[config.mk]
export PLATFORM = sky130hd
export DESIGN_NAME = alu_seq_ctrl
export DESIGN_NICKNAME = d
export VERILOG_FILES = /design/src/rtl/alu_seq_ctrl.sv
export SDC_FILE = /design/constraint.sdc
export NUM_CORES = 1
export LEC_CHECK = 0
export ABC_CLOCK_PERIOD_IN_PS = 6600
export BUFFER_PORTS_ARGS = -buffer_cell sky130_fd_sc_hd__buf_2
export CAP_MARGIN = 40
export CORE_AREA = 2 2 115 117
export CTS_BUF_LIST = sky130_fd_sc_hd__clkbuf_8
export DETAILED_ROUTE_END_ITERATION = 16
export DIE_AREA = 0 0 117 119
export PLACE_DENSITY_LB_ADDON = 0.05
export SKIP_CTS_REPAIR_TIMING = 1
export SLEW_MARGIN = 5
export SYNTH_ARGS = -nofsm -noshare
export SYNTH_HDL_FRONTEND = slang
export SYNTH_SLANG_ARGS = --single-unit
[constraint.sdc]
create_clock -name clk -period 6.6 [get_ports clk]
set_input_delay 0 -clock clk [delete_from_list [all_inputs] [get_ports clk]]
set_output_delay 0 -clock clk [all_outputs]
set_load 0.01 [all_outputs]
[src/rtl/alu_seq_ctrl.sv]
// Multi-cycle fetch/decode/exec/writeback sequencer for the ALU-only datapath.
// Optional perf counters (cycle_cnt, instret) are built only with ALU_SEQ_PERF_EN defined.
module alu_seq_ctrl #(
  parameter logic [31:0] PC_RESET        = 32'h0000_0000,
  parameter bit          HALT_ON_ILLEGAL = 1'b1
) (
  input  logic        clk,
  input  logic        reset_n,
  input  logic        run,
  output logic        imem_req,
  output logic [31:0] imem_addr,
  input  logic        imem_ack,
  input  logic [31:0] imem_rdata,
  output logic [31:0] instr,
  output logic        rf_we,
  output logic [31:0] pc,
  output logic        busy,
  output logic        halted,
  output logic        illegal,
  output logic [31:0] cycle_cnt,
  output logic [31:0] instret
);

  typedef enum logic [2:0] {
    IDLE   = 3'd0,
    FETCH  = 3'd1,
    DECODE = 3'd2,
    EXEC   = 3'd3,
    WB     = 3'd4,
    HALT   = 3'd5
  } state_t;

  state_t state, state_nxt;
  logic   legal, is_ebreak, skip_illegal;

  assign legal        = (instr[6:0] == 7'b0010011) || (instr[6:0] == 7'b0110011);
  assign is_ebreak    = (instr == 32'h0010_0073);
  assign skip_illegal = (state == DECODE) && !legal && !is_ebreak;

  always_ff @(posedge clk) begin
    if (!reset_n) state <= IDLE;
    else          state <= state_nxt;
  end

  always_comb begin
    state_nxt = state;
    unique case (state)
      IDLE:   if (run) state_nxt = FETCH;
      FETCH:  if (imem_ack) state_nxt = DECODE;
      DECODE: begin
        if (legal)                state_nxt = EXEC;
        else if (is_ebreak)       state_nxt = HALT;
        else if (HALT_ON_ILLEGAL) state_nxt = HALT;
        else                      state_nxt = run ? FETCH : IDLE;
      end
      EXEC:   state_nxt = WB;
      WB:     state_nxt = run ? FETCH : IDLE;
      HALT:   state_nxt = HALT;
      default: state_nxt = IDLE;
    endcase
  end

  always_comb begin
    imem_req = (state == FETCH);
    rf_we    = (state == WB) && (instr[11:7] != 5'd0);
    busy     = (state != IDLE) && (state != HALT);
    halted   = (state == HALT);
  end

  assign imem_addr = pc;

  // Only the word index advances, so pc[1:0] keeps its reset value.
  always_ff @(posedge clk) begin
    if (!reset_n) begin
      pc      <= PC_RESET;
      instr   <= 32'd0;
      illegal <= 1'b0;
    end else begin
      if (state == FETCH && imem_ack) instr <= imem_rdata;
      if (skip_illegal) begin
        illegal <= 1'b1;
        if (!HALT_ON_ILLEGAL) pc <= {pc[31:2] + 30'd1, pc[1:0]};
      end
      if (state == WB) pc <= {pc[31:2] + 30'd1, pc[1:0]};
    end
  end

`ifdef ALU_SEQ_PERF_EN
  logic [31:0] cyc_q, ret_q;

  always_ff @(posedge clk) begin
    if (!reset_n) begin
      cyc_q <= 32'd0;
      ret_q <= 32'd0;
    end else begin
      if (state != HALT) cyc_q <= cyc_q + 32'd1;
      if (state == WB)   ret_q <= ret_q + 32'd1;
    end
  end

  assign cycle_cnt = cyc_q;
  assign instret   = ret_q;
`else
  assign cycle_cnt = 32'd0;
  assign instret   = 32'd0;
`endif

endmodule

==> run metrics <==
CP required=6880 ps; nets@finish=slightly above 600; H-Tree Depth=3; sequential area share after synthesis=a little over a third; global-route wire length before repair=approximately 15 mm; CP peak stage delay=a little under 800 ps; Final setup viols=0; Sink Count=between 60 and 70; unrepaired setup endpoints after global routing=false; crit path kind=flip-flop to flip-flop; PwrDens=approximately 200 nW/um2; met3 Usage GRT=7.33%; Most Crowded Layer GR=met2; Top Ports=approximately 200; post-DP HPWL=between 6 and 7 mm; WL/cell=12.7 um; Worst EP arrival=roughly 2800 ps; commonest non-fill, non-tap cells in the layout=132 x buf_2, 78 x nand2_1, 68 x conb_1; port bufs=between 100 and 150; Static Leakage=between 1.5 and 2 nW; met1 usage in global routing=between 10% and 20%; commonest non-fill, non-tap cell in the layout=buf_2; drt via density=4.32; Pins Over Slew Limit=0; clock transition at the registers of the reported paths=about 70 ps; First-pass DRT Iterations=6; Mapped Area=3600 um2; P&R area growth vs syn=24.0%; core utilization of the finished layout=about a third; MaxCap Viol Count=0; CTS max path bufs=2; GPL Wtd Cong=slightly below 0.7; worst slew pin tran=773 ps; Cells after Synth=approximately 450; initial core utilization=about 28%; min cycle time layout=between 2000 and 3000 ps; total number of vias=around 3.3k; hold_ws=roughly 33 ps; vias in the first global route=between 2k and 3k; Hold/Removal Path Class=input pin to flip-flop; row count=42; layout cells sized above 1=a little over a quarter; standard cell core area=12,900 um2; Final Hold Fails=0; worst ir drop on vdd=around 150 uV; crit share post-route=around two fifths; Post-synth EDFFs=0; setup TNS=0 ps; Ant. Diodes=0; fmax=0.392 GHz; R2R depth=4; asr flop ratio synth=0%; critical path, cell by cell=or3b_1 > or4_4 > or4_1 > a21oi_1; Hold Crit Depth=4; Die H=119 um; CTS tree=yes; GRT overflow=0; DRC errors left=0; skew final=~7.9 ps; wirelength, routed=around 9.6 mm; post-synthesis register bit count=66; synth unique cells=35; die area=13,900 um2; CP endpoint kind=flip-flop; post-route ant nets=0; Worst Setup Start Kind=flip-flop; fill cell count=around 1.4k; Rel. slew slack=about 48%; Initial DRC Count=roughly 150; Clk Latency, worst-skew pair=~360 ps; initial antenna violation count=0; outcome=completed; top-area cell type share of the netlist area=a little over a third; Slowest-stage cell, CP=or4_4; Worst Path Max Fanout=34; GRT Total Usage=13.6%; Ys Warns=0; leading area contributor after synthesis=dfxtp_1; Post-Syn Area per Cell=approximately 8.0 um2; dominant synthesized flop cell=dfxtp_1; met2 Use GR=approximately a fifth; pin count of the biggest net entering global routing=between 60 and 70; clock root buffer=clkbuf_8; Die Width=about 120 um; CTS buffer count=9; Synth area leaders=dfxtp_1 37%, buf_4 21%, nand2_1 8.1%
routing by layer:
layer  part of all wire [%]  up-vias
met5                      0        -
met4                   0.88        0
met3                    8.0        6
met2                     45      114
met1                     46     1517
li1                       -     1636
worst max-delay path, delay by kind of cell (launching register included):
kind / cells / cell delay [ps]
simple gates: 3 / 1850
flops: 1 / 470
compound gates: 1 / 140
cell usage after synthesis, types with 5 or more instances:
cell type	count
nand4_1	10
o31ai_1	17
or4_1	18
dfxtp_1	66
xnor2_1	9
clkbuf_1	18
nor3_1	5
nand3_1	11
buf_4	99
nor2_1	11
a21oi_1	55
nand2_1	78
nor4_1	7
path summary, 6_finish.rpt:
path,start,to,slack (ps)
worst max-delay path,state[2]$_SDFFE_PN0P_,imem_addr[25]$_SDFFE_PN0P_,4050
worst min register to register,instr[4]$_SDFFE_PN0P_,instr[4]$_SDFFE_PN0P_,470
worst max register to register,state[2]$_SDFFE_PN0P_,imem_addr[25]$_SDFFE_PN0P_,4050
worst min-delay path,run,state[0]$_SDFFE_PN0P_,30
report_power, final:
group / internal (W) / total [W] / switching (W)
clock network: 0.000213 / 0.000377 / 0.000164
logic: 0.0000402 / 0.0000990 / 0.0000588
registers: 0.000408 / 0.000418 / 0.00000949
stage by stage:
step                setup WS [ps]  cell area, um2  power [W]  instances
floorplan                    4190            3850   0.000509        516
global placement             4120            3900   0.000511        706
CTS                          4040            4120   0.000894        722
detailed placement           4060            3900   0.000510        706
global route                 3890            4470   0.000940        757
finish                       4050            4470   0.000894        757
final cells by class:
class,count,area [um2],share of cell area [%]
Multi-Input combinational cell,325,1660,37.2
Sequential cell,66,1320,29.6
Timing Repair Buffer,170,1030,23.1
Tap cell,176,220,4.93
Clock buffer,13,179,4.00
Clock inverter,3,37.5,0.840
Inverter,4,15.0,0.336
kinds of logic after synthesis:
| group | count (synthesis) | synth area share (%) |
|---|---|---|
| XOR/XNOR | 11 | 2.67 |
| AO/OA/AOI/OAI | 77 | 12.0 |
| flip-flops | 66 | 36.7 |
| other | 1 | 0.104 |
| buffers and inverters | 125 | 24.2 |
| AND/OR/NAND/NOR | 168 | 24.1 |
| adder cells (fa/ha/maj) | 1 | 0.347 |
state kept, by name (all words and copies together) (netlist names):
name,count
illegal,1
state,3
instr,32
imem_addr,30
No activity file was read; power rests on OpenSTA's default activity.
